--- src/rtl/id_ex_forward_stage.sv ---
// ID/EX pipeline register with operand forwarding mux, bubble insertion and bubble statistics.
// Optional counters enabled by defining ID_EX_PERF_CNT_EN; otherwise BubbleCnt/StallCnt read 0.
`default_nettype none

module id_ex_forward_stage #(
    parameter int CTRL_W = 16,
    parameter int CNT_W  = 32
) (
    input  logic              CLK,
    input  logic              RST,
    input  logic [31:0]       ID_PC,
    input  logic [31:0]       ID_IR,
    input  logic [CTRL_W-1:0] ID_Ctrl,
    input  logic [31:0]       ID_R1,
    input  logic [31:0]       ID_R2,
    input  logic [31:0]       ID_Imm,
    input  logic [1:0]        R1_Forward,
    input  logic [1:0]        R2_Forward,
    input  logic              Stall,
    input  logic              BranchCLR,
    input  logic [31:0]       EX_AluResult,
    input  logic [31:0]       MEM_AluResult,
    input  logic [31:0]       MEM_MemData,
    output logic [31:0]       EX_PC,
    output logic [31:0]       EX_IR,
    output logic [CTRL_W-1:0] EX_Ctrl,
    output logic [31:0]       EX_A,
    output logic [31:0]       EX_B,
    output logic [31:0]       EX_Imm,
    output logic              EX_Valid,
    output logic              PC_ID_Hold,
    output logic [CNT_W-1:0]  BubbleCnt,
    output logic [CNT_W-1:0]  StallCnt
);

    typedef enum logic [0:0] {
        ST_BUBBLE = 1'b0,
        ST_VALID  = 1'b1
    } state_t;

    state_t      state, state_next;
    logic        bubble;
    logic [31:0] op_a, op_b;

    assign bubble     = BranchCLR | Stall;
    // A flushed instruction is on the wrong path, so the flush releases the hold.
    assign PC_ID_Hold = Stall & ~BranchCLR;

    always_comb begin
        op_a = ID_R1;
        case (R1_Forward)
            2'd0: op_a = ID_R1;
            2'd1: op_a = MEM_AluResult;
            2'd2: op_a = MEM_MemData;
            2'd3: op_a = EX_AluResult;
            default: op_a = ID_R1;
        endcase
    end

    always_comb begin
        op_b = ID_R2;
        case (R2_Forward)
            2'd0: op_b = ID_R2;
            2'd1: op_b = MEM_AluResult;
            2'd2: op_b = MEM_MemData;
            2'd3: op_b = EX_AluResult;
            default: op_b = ID_R2;
        endcase
    end

    always_ff @(posedge CLK) begin
        if (RST || bubble) begin
            EX_PC   <= '0;
            EX_IR   <= '0;
            EX_Ctrl <= '0;
            EX_A    <= '0;
            EX_B    <= '0;
            EX_Imm  <= '0;
        end else begin
            EX_PC   <= ID_PC;
            EX_IR   <= ID_IR;
            EX_Ctrl <= ID_Ctrl;
            EX_A    <= op_a;
            EX_B    <= op_b;
            EX_Imm  <= ID_Imm;
        end
    end

    always_ff @(posedge CLK) begin
        if (RST) begin
            state <= ST_BUBBLE;
        end else begin
            state <= state_next;
        end
    end

    always_comb begin
        state_next = state;
        if (bubble) begin
            state_next = ST_BUBBLE;
        end else begin
            state_next = ST_VALID;
        end
    end

    assign EX_Valid = (state == ST_VALID);

`ifdef ID_EX_PERF_CNT_EN
    logic [CNT_W-1:0] bubble_cnt, stall_cnt;

    // Counters wrap freely; stall-only bubbles exclude flush cycles.
    always_ff @(posedge CLK) begin
        if (RST) begin
            bubble_cnt <= '0;
            stall_cnt  <= '0;
        end else begin
            if (bubble) begin
                bubble_cnt <= bubble_cnt + CNT_W'(1);
            end
            if (PC_ID_Hold) begin
                stall_cnt <= stall_cnt + CNT_W'(1);
            end
        end
    end

    assign BubbleCnt = bubble_cnt;
    assign StallCnt  = stall_cnt;
`else
    assign BubbleCnt = '0;
    assign StallCnt  = '0;
`endif

endmodule

`default_nettype wire
--- config.mk ---
export PLATFORM = sky130hd
export DESIGN_NAME = id_ex_forward_stage
export DESIGN_NICKNAME = d
export VERILOG_FILES = /design/src/rtl/id_ex_forward_stage.sv
export SDC_FILE = /design/constraint.sdc
export NUM_CORES = 1
export LEC_CHECK = 0
export ABC_AREA = 1
export BUFFER_PORTS_ARGS = -buffer_cell sky130_fd_sc_hd__clkbuf_2
export CAP_MARGIN = 20
export CORE_AREA = 2 2 202 204
export DETAILED_ROUTE_END_ITERATION = 6
export DIE_AREA = 0 0 204 206
export PLACE_DENSITY = 0.43
export RECOVER_POWER = 100
export REMOVE_ABC_BUFFERS = 1
export SLEW_MARGIN = 0
export SYNTH_ARGS = -nofsm -noshare
export SYNTH_HDL_FRONTEND = slang
export SYNTH_SLANG_ARGS = --single-unit
--- constraint.sdc ---
create_clock -name CLK -period 3.25 [get_ports CLK]
set_clock_uncertainty 0.15 [all_clocks]
set_input_delay 0.65 -clock CLK [delete_from_list [all_inputs] [get_ports CLK]]
set_output_delay 0.65 -clock CLK [all_outputs]
set_load 0.005 [all_outputs]
# == Word-level counts from Yosys, hierarchy flattened ==
# Cells that the tools add are included.
# classes
eq_ne,6
n_mux,3
bitwise,3
reduce_logical,3
# ops
cell,n
$pmux W32 S4,2
$eq A2 B2 Y1 const B,4
$eq A2 B1 Y1 const B,2
$logic_not A2 Y1,2
$and A1 B1 Y1,1
$logic_or A1 B1 Y1,1
$mux W1,1
$not A1 Y1,1
$or A1 B1 Y1,1
# totals
register_bits,177
wordCells,22

# == Depth between registers and ports, before layout ==
# logic_depth
depth_word,2
mapped_depth,8
depth_no_buf,6

# == Worst setup path before layout ==
# Ideal clock, no wire load.
# synth_path
kind,input to register
from,input R2_Forward[1]
to,register EX_B[30]
setup_ns,0.111
arrival_time_ns,1.326
required_time_ns,2.989
slack_ns,1.662
path_stages,7
n_path_buf,3
path_cell_list,buf_2 > buf_4 > buf_2 > nand3_1 > nand2_1 > nor2_1 > nor2_1
# synth_via
elab_chain_len,2
elab_cells_between_ends,5
cone_classes,eq/ne (3); mux (1); reduce/logical (1)
# synth_lines
element,line_no,source
from (decl),18,"input logic [1:0] R2_Forward,"
"$eq A2 B2 Y1, or another cell as far along",62,case (R2_Forward)
$pmux W32 S4 (*),62,
to (signal assigned),84,EX_B <= op_b;
to (decl),28,"output logic [31:0] EX_B,"
# Mark *: on every way between the ends. The rest lies on a longest branch, timed or not.
# A chain may end at the register's enable or synchronous reset.

# == Final worst setup path ==
# layout_path
from,input Stall
to,register EX_IR[19]
# layout_via
elab_chain_len,2
# layout_lines
element,line_no,source
from (decl),19,"input logic Stall,"
$or A1 B1 Y1,45,assign bubble = BranchCLR | Stall;
$logic_or A1 B1 Y1,72,if (RST || bubble) begin
to (signal assigned),74,EX_IR <= '0;
to (signal assigned),81,EX_IR <= ID_IR;
to (decl),25,"output logic [31:0] EX_IR,"
# Every way passes these cells.

==> flow_metrics.env <==
export IMPL_die_h_microns=206
export IMPL_dieArea_sq_um=42000
export IMPL_wl_per_cell_microns=15.6
export IMPL_status="finished clean"
export IMPL_drv_cap=0
export IMPL_rsz0062_at_grt="no"
export IMPL_viasPerCell=3.96
export IMPL_final_antenna_net_count=0
export IMPL_final_util_pct=26.8
export IMPL_seqPwrFrac_pct=44.4
export IMPL_fp_coreArea_sq_um=40200
export IMPL_syn_area_sq_um=7920
export IMPL_drt_first_pass_iters=5
export IMPL_grt_pass1_vias=8183
export IMPL_yosysUniqueCellTypes=15
export IMPL_nNetsFinal=1881
export IMPL_final_cells=2148
export IMPL_setup_violations=0
export IMPL_ys_warn_count=0
export IMPL_cts_tree="yes"
export IMPL_cts_root_buf="clkbuf_16"
export IMPL_cpPeakStageDelay_ns=0.82
export IMPL_grt_pass1_wl_microns=48100
export IMPL_syn2layout_area_growth_pct=36.2
export IMPL_dpl_hpwl_microns=24700
export IMPL_slew_violations=0
export IMPL_hold_depth=3
export IMPL_p_sw_mw=1.44
export IMPL_p_clk_share_pct=41.9
export IMPL_crit_path_start_kind="input port"
export IMPL_grt_util_met2_pct=26.2
export IMPL_powerDensity_nw_per_um2=470
export IMPL_worst_pin_slew_ns=1.01
export IMPL_synthesis_instances=1183
export IMPL_path_max_fanout=74
export IMPL_fp_dieW_microns=204
export IMPL_clk_pin_slew_ns=0.07
export IMPL_top_usage_layer="met2"
export IMPL_fmax_mhz=447
export IMPL_end_kind="register"
export IMPL_leakage_nw=6.03
export IMPL_numCtsBuffers=17
export IMPL_cts_resized=0
export IMPL_place_gp_congestion=0.821
export IMPL_syn_avg_cell_area_sq_um=6.69
export IMPL_crit_buf_inv=3
export IMPL_io_pins=522
export IMPL_num_rows=74
export IMPL_via_count=8504
export IMPL_port_buffers=457
export IMPL_grt_max_degree=75
export IMPL_holdCritStartpoint="ID_Imm[28]"
export IMPL_hold_violations=0
export IMPL_layout_min_cycle_time_ns=2.24
export IMPL_antenna_found_initial=6
export IMPL_vdd_ir_drop_worst_uv=291
export IMPL_path_class="in2reg"
export IMPL_cp_num_cells=5
export IMPL_fin_setup_tns_ns=0
export IMPL_global_route_usage_met1_pct=17.1
export IMPL_worst_slack_ns=1.01
export IMPL_htree_levels=4
export IMPL_swShare_pct=28.5
export IMPL_cp_top_family="simple AND/OR/NAND/NOR gates"
export IMPL_min_to="EX_Imm[28]$_SDFF_PP0_"
export IMPL_timing_critical_path_from="Stall"
export IMPL_drt_total_wl_microns=33500
export IMPL_use_met3_pct=5.74
export IMPL_combPwrFrac_pct=13.7
export IMPL_ys_ff_latch=177
export IMPL_finalCritPeriodShare_pct=68.9
export IMPL_arrival_ns=2.47
export IMPL_postCtsSetupRepairBufs=0
export IMPL_hold_buffers=0
export IMPL_cp_slowest_cell="nor3_1"
export IMPL_place_area_sq_um=10400
export IMPL_drt_iter0_markers=312
export IMPL_cts_sinks=177
export IMPL_clockBufferDepth=2
export IMPL_relSlewSlack_pct=32.1
export IMPL_ys_seq_area_share_pct=44.8
export IMPL_p_int_mw=3.62
export IMPL_postLayoutCellArea_sq_um=10800
export IMPL_start_util_pct=19.7
export IMPL_critPathRequiredTime_ns=3.48
export IMPL_drc=0
export IMPL_grt_overflow=0
export IMPL_dp_slack_ns=0.934
export IMPL_track_usage_pct=15.4
export IMPL_hold_path_class="in2reg"
export IMPL_worstPathCellList="clkbuf_1 -> nor3_1 -> inv_4 -> buf_12 -> nor2_1"
export IMPL_drive_gt1_share_pct=23.4
export IMPL_dp_cells=2114
-- registers in the layout (all words and copies together) (netlist names) --
signal	count
EX_Ctrl	16
EX_A	32
EX_B	32
EX_Imm	32
EX_PC	32
EX_IR	32
EX_Valid	1
-- cells in the final DEF, fill, tap and decap left out, drive strengths merged --
cell,count
a21oi,9
buf,12
bufinv,1
clkbuf,476
clkinv,3
clkinvlp,1
conb,64
dfxtp,177
diode,2
inv,197
nand2,261
nand3,163
nor2,249
nor3,1
-- cells in the mapped netlist --
cell type  instances  area [sq um]
nand2_4            2          22.5
nor3_4             1          16.3
inv_1            182           683
inv_2              7          26.3
buf_4             80           601
nor2_1           249           935
buf_2             32           160
a21oi_1            9          45.0
nand3_1          163           816
nand2_1          259           972
conb_1             1          3.75
buf_6              2          22.5
buf_1              1          3.75
dfxtp_1          177          3540
clkbuf_1          18          67.6
-- power groups by stage --
| stage | clock network, mW | registers [mW] | logic, mW |
|---|---|---|---|
| 2_1_floorplan | 0 | 2.31 | 0.278 |
| 3_3_place_gp | 0 | 2.30 | 0.712 |
| 3_5_place_dp | 0 | 2.30 | 0.712 |
| 4_1_cts | 2.22 | 2.25 | 0.715 |
| 5_1_grt | 2.29 | 2.25 | 0.787 |
| 6_report | 2.12 | 2.25 | 0.693 |
-- how the worst max path moves through the flow --
stage | endpoint | slack (ns)
CTS | EX_A[28] | 1.39
finish | EX_IR[19]$_SDFF_PP0_ | 1.01
floorplan | EX_Ctrl[0]$_SDFF_PP0_ | 0.009
global route | EX_IR[19]$_SDFF_PP0_ | 0.89
global placement | EX_B[20]$_SDFF_PP0_ | 0.96
detailed placement | EX_B[29]$_SDFF_PP0_ | 0.93
-- final cells by class --
cell class	instances	area, sq um
Antenna cell	2	5.00
Clock buffer	19	453
Clock inverter	13	135
Fill cell	4709	29400
Inverter	189	712
Multi-Input combinational cell	747	3040
Sequential cell	177	3540
Tap cell	532	666
Timing Repair Buffer	469	2240
-- layer usage --
layer,vias to the layer above,part of all wire (%)
met1,3804,39
met5,-,0.048
met3,54,9.7
li1,4190,-
met4,2,2.8
met2,454,48
-- metrics by stage --
step	power [mW]	hold WS, ns
global route	5.33	0.209
detailed placement	3.01	0.704
global placement	3.01	0.698
floorplan	2.58	0.612
finish	5.07	0.230
CTS	5.19	0.190
-- cells by family after synthesis --
kind of cell    Yosys count  synth area share [%]
compound gates            9                 0.569
buf+inv                 322                  19.8
flops                   177                  44.8
other cells               1                0.0474
simple gates            674                  34.9
No activity file was read; power rests on OpenSTA's default activity.
